`src/rtl/pipelined_op_unit.sv`:
```
// rtl/pipelined_op_unit.sv - two-stage valid/ready arithmetic pipeline with overflow flag and op counter
module pipelined_op_unit #(
  parameter int WIDTH   = 8,
  parameter int COUNT_W = 16
) (
  input  logic               clk,
  input  logic               rst,
  input  logic               in_valid,
  output logic               in_ready,
  input  logic [1:0]         in_sel,
  input  logic [WIDTH-1:0]   in_a,
  input  logic [WIDTH-1:0]   in_b,
  output logic               out_valid,
  input  logic               out_ready,
  output logic [WIDTH-1:0]   out_data,
  output logic [1:0]         out_sel,
  output logic               out_ovf,
  output logic [COUNT_W-1:0] op_count
);

  logic               s1_valid;
  logic [WIDTH-1:0]   s1_a;
  logic [WIDTH-1:0]   s1_b;
  logic [1:0]         s1_sel;

  logic               s2_valid;
  logic [WIDTH-1:0]   s2_data;
  logic [1:0]         s2_sel;
  logic               s2_ovf;

  logic [COUNT_W-1:0] count_q;

  logic               adv1;
  logic               adv2;

  logic [WIDTH-1:0]   diff;
  logic [WIDTH-1:0]   dbl;
  logic [WIDTH:0]     sum;
  logic [2*WIDTH-1:0] prod_ab;
  logic [2*WIDTH-1:0] prod_mix;
  logic               borrow;
  logic [WIDTH-1:0]   res_data;
  logic               res_ovf;

  // A stage may advance when it is empty or the stage after it is moving.
  assign adv2     = !s2_valid || out_ready;
  assign adv1     = !s1_valid || adv2;
  assign in_ready = adv1;

  always_comb begin
    diff     = s1_a - s1_b;
    dbl      = s1_a + s1_a;
    sum      = {1'b0, s1_a} + {1'b0, s1_b};
    borrow   = s1_a < s1_b;
    prod_ab  = {{WIDTH{1'b0}}, s1_a} * {{WIDTH{1'b0}}, s1_b};
    prod_mix = {{WIDTH{1'b0}}, diff} * {{WIDTH{1'b0}}, dbl};
    res_data = '0;
    res_ovf  = 1'b0;
    case (s1_sel)
      2'b00: begin
        // Both factors are already wrapped, so the flag also covers the doubling of a.
        res_data = prod_mix[WIDTH-1:0];
        res_ovf  = borrow || s1_a[WIDTH-1] || (|prod_mix[2*WIDTH-1:WIDTH]);
      end
      2'b01: begin
        res_data = sum[WIDTH-1:0];
        res_ovf  = sum[WIDTH];
      end
      2'b10: begin
        res_data = diff;
        res_ovf  = borrow;
      end
      default: begin
        res_data = prod_ab[WIDTH-1:0];
        res_ovf  = |prod_ab[2*WIDTH-1:WIDTH];
      end
    endcase
  end

  always_ff @(posedge clk) begin
    if (rst) begin
      s1_valid <= 1'b0;
      s1_a     <= '0;
      s1_b     <= '0;
      s1_sel   <= '0;
      s2_valid <= 1'b0;
      s2_data  <= '0;
      s2_sel   <= '0;
      s2_ovf   <= 1'b0;
      count_q  <= '0;
    end else begin
      if (adv1) begin
        s1_valid <= in_valid;
        if (in_valid) begin
          s1_a   <= in_a;
          s1_b   <= in_b;
          s1_sel <= in_sel;
        end
      end
      if (adv2) begin
        s2_valid <= s1_valid;
        if (s1_valid) begin
          s2_data <= res_data;
          s2_sel  <= s1_sel;
          s2_ovf  <= res_ovf;
        end
      end
      if (s2_valid && out_ready) begin
        count_q <= count_q + 1'b1;
      end
    end
  end

  assign out_valid = s2_valid;
  assign out_data  = s2_data;
  assign out_sel   = s2_sel;
  assign out_ovf   = s2_ovf;
  assign op_count  = count_q;

endmodule

```
`config.mk`:
```
export PLATFORM = sky130hd
export DESIGN_NAME = pipelined_op_unit
export DESIGN_NICKNAME = d
export VERILOG_FILES = /design/src/rtl/pipelined_op_unit.sv
export SDC_FILE = /design/constraint.sdc
export NUM_CORES = 1
export LEC_CHECK = 0
export ABC_AREA = 1
export ABC_CLOCK_PERIOD_IN_PS = 6300
export CORE_MARGIN = 2
export CORE_UTILIZATION = 45
export CTS_BUF_LIST = sky130_fd_sc_hd__clkbuf_8
export CTS_CLUSTER_SIZE = 12
export DETAILED_ROUTE_END_ITERATION = 10
export PLACE_DENSITY = 0.75
export SYNTH_ARGS = -nofsm -noshare
export SYNTH_HDL_FRONTEND = slang
export SYNTH_SLANG_ARGS = --single-unit
```
`constraint.sdc`:
```
create_clock -name clk -period 6.3 [get_ports clk]
set_clock_uncertainty 0.05 [all_clocks]
set_input_delay 0.63 -clock clk [delete_from_list [all_inputs] [get_ports clk]]
set_output_delay 0.63 -clock clk [all_outputs]
set_load 0.01 [all_outputs]
```
==> summary.txt <==
Clock-pin slew on the worst setup and hold paths -> 0.11 ns
Die Ht -> 127 µm
Rel. slew slack -> 39.8%
FFs w/ async S/R, synth -> 0%
Largest net degree at the start of global routing -> 38
RSZ-0062 raised after global routing -> no
Vias per inst -> 5.10
Final setup viols -> 0
CP most frequent cell -> nand2_1
ANT nets after route -> 0
Final Cycle Share -> 93.5%
Post_cts resized -> 0
Met3 Use GR -> 4.31%
TritonCTS Sinks -> 47
Startpoint types -> flip-flop
Distinct cell type count after synthesis -> 42
Biggest area consumer among synthesized cells -> fa_1
Worst skew pair latency -> 0.32 ns
Grt ovf -> 0
Root buf cell -> clkbuf_8
Gate Count Post-Synth -> 1010
Synthesis-to-layout area growth -> 12.3%
FP Rows -> 45
CP delay by family, top -> adder cells
Sequential cell area fraction in the yosys report -> 13.7%
CP max FO -> 9
I/O pins -> 51
CTS Hold Bufs -> 0
Antenna Diode Count -> 0
#FFs+latches synth -> 47
Synth top area share -> 19.8%
FF+latch area -> 945 µm²
H-tree depth -> 2
Max stage delay cell, worst path -> fa_1
Peak Freq -> 170 MHz
CP bufs+invs -> 6
DR pass1 iterations -> 5
Met2 usage -> 36.0%
CP arrival -> 6.04 ns
Via count -> 6350
PortBufs -> 50
Synth Area per Inst -> 6.79 µm²
DRT iter0 DRCs -> 375
Worst hold path class -> reg2reg
Leak -> 4.34 nW
Die Area -> 16200 µm²
Minimum clock period -> 5.89 ns
Worst-Margin Slew -> 0.901 ns
Initial Util -> 45.6%
Worst IR Drop VDD -> 110 µV
Post-detail-place hpwl -> 14200 µm
Critical Path RT -> 6.45 ns
Critical Path Max Stage Delay -> 0.53 ns
PD cells -> 182 nW/µm²
Gr busiest metal -> met2
Setup Fix Bufs, Post-CTS -> 0
Wire per inst -> 13.8 µm
Post-Syn Nets -> 1191
Crit path kind -> reg2reg
Met1 Use GR -> 30.7%
Status -> finished clean
Post-Syn Area -> 6860 µm²
CTS Buffer Depth -> 2
WL final -> 17200 µm
Place WS -> 0.392 ns
Worst Setup End Kind -> flip-flop
GP Congestion -> 0.969
R2R setup slack -> 0.41 ns
Fin. max-slew vios -> 0
Layout cells sized above 1 -> 3.60%
Multi-input gate area -> 4880 µm²
Die X -> 127 µm
Final setup margin -> 0.411 ns
Vias in the first global route -> 6302
Initial antenna violation count -> 0
Number of synthesized flops with an enable pin -> 0
Layout Nets -> 1237
Synth top area cells -> fa_1 20%, ha_1 17%, dfxtp_1 14%
CTS tree -> yes
Layout fillers -> 1470
Total CTS buffers -> 5
Global Route Usage Sum -> 22.4%
First-pass GRT wire length -> 29700 µm
Core Area -> 15000 µm²
Yosys warnings -> 0
Final hold vios -> 0
Sum Neg Setup Slack -> 0 ns
DRC -> 0
# Max-Cap Violations -> 0
Main synth FF type -> dfxtp_1
==> cells in the final DEF (no fill, tap or decap), types with 2 or more instances in the layout <==
cell type	n
ha_1	91
clkdlybuf4s50_1	50
fa_1	68
nor2_1	69
a221oi_1	2
buf_4	14
o21ai_0	53
dfxtp_2	3
dfxtp_1	44
nand4_1	8
xor2_1	7
or2_2	2
inv_2	3
inv_1	251
a21oi_2	2
nand3b_1	2
a31oi_1	3
a21oi_1	63
a21boi_0	2
nor3_1	9
nand2_1	244
nand3_1	37
clkbuf_8	5
nor3_2	2
xnor2_1	2
==> cell families after synthesis <==
family / Yosys count / synth area share (%)
buffers and inverters: 279 / 15.3
adders and majority gates: 159 / 36.4
xor gates and xnor gates: 9 / 1.15
and+or+nand+nor: 378 / 22.4
DFF: 47 / 13.7
AOI/OAI and AO/OA: 138 / 11.0
==> per-stage QoR <==
step | util, % | instances | area (µm²) | hold WS, ns | power (mW)
CTS | 51.2 | 1245 | 7690 | 0.426 | 1.40
finish | 51.3 | 1245 | 7700 | 0.425 | 1.40
detailed placement | 50.6 | 1237 | 7610 | 0.410 | 1.20
floorplan | - | 1010 | 6860 | 0.433 | 0.973
global placement | 50.6 | 1237 | 7610 | 0.401 | 1.18
global route | 51.3 | 1245 | 7700 | 0.447 | 1.55
==> cells in the mapped netlist, drive strengths merged, types with 2 or more instances <==
library cell  number
ha                91
a31oi              4
nand3b             2
a21oi             65
nor2              69
or2                4
fa                68
nand3             38
clkbuf            23
buf                2
nor3              11
nand4              8
a221oi             2
o22ai              2
o21ai             54
xor2               7
xnor2              2
a21boi             2
inv              253
nand2            245
dfxtp             47
==> worst min-delay path: cells and delay by family (launching register included) <==
kind	cells	cell delay (ns)
flops	1	0.32
compound gates	1	0.05
simple gates	1	0.06
==> metal layers <==
layer	wire, µm	vias to the layer above
li1	-	3174
met1	7730	2920
met2	7630	220
met3	1290	36
met4	547	0
met5	0	-
==> where the power goes <==
| part | switching (mW) | leakage, nW | total (mW) | internal (mW) |
|---|---|---|---|---|
| registers | 0.0187 | 0.386 | 0.332 | 0.313 |
| clock network | 0.120 | 0.0460 | 0.198 | 0.0786 |
| logic | 0.545 | 3.91 | 0.874 | 0.330 |
| total | 0.683 | 4.34 | 1.40 | 0.721 |
==> area by class of cell <==
class                      instances  share of cell area [%]
multi-input combinational        684                    63.3
inverter                         254                    12.4
sequential                        47                    12.3
timing repair buffer              64                    7.86
tap                              188                    3.05
clock buffer                       5                   0.893
clock inverter                     3                   0.260
==> state kept, by name, summed over array words and instances (netlist names) <==
| name | cells |
|---|---|
| out_valid | 1 |
| s1_sel | 2 |
| out_sel | 2 |
| s1_valid | 1 |
| op_count | 16 |
| out_ovf | 1 |
| s1_a | 8 |
| s1_b | 8 |
| out_data | 8 |
==> worst paths after layout <==
kind / start / endpoint / depth (start not counted)
min: out_data[2] / out_data[2] / 2
max reg2reg: s1_b[2] / out_ovf / 30
min reg2reg: out_data[2] / out_data[2] / 2
max: s1_b[2] / out_ovf / 30
Note: power is estimated with default switching activity, not from simulation.
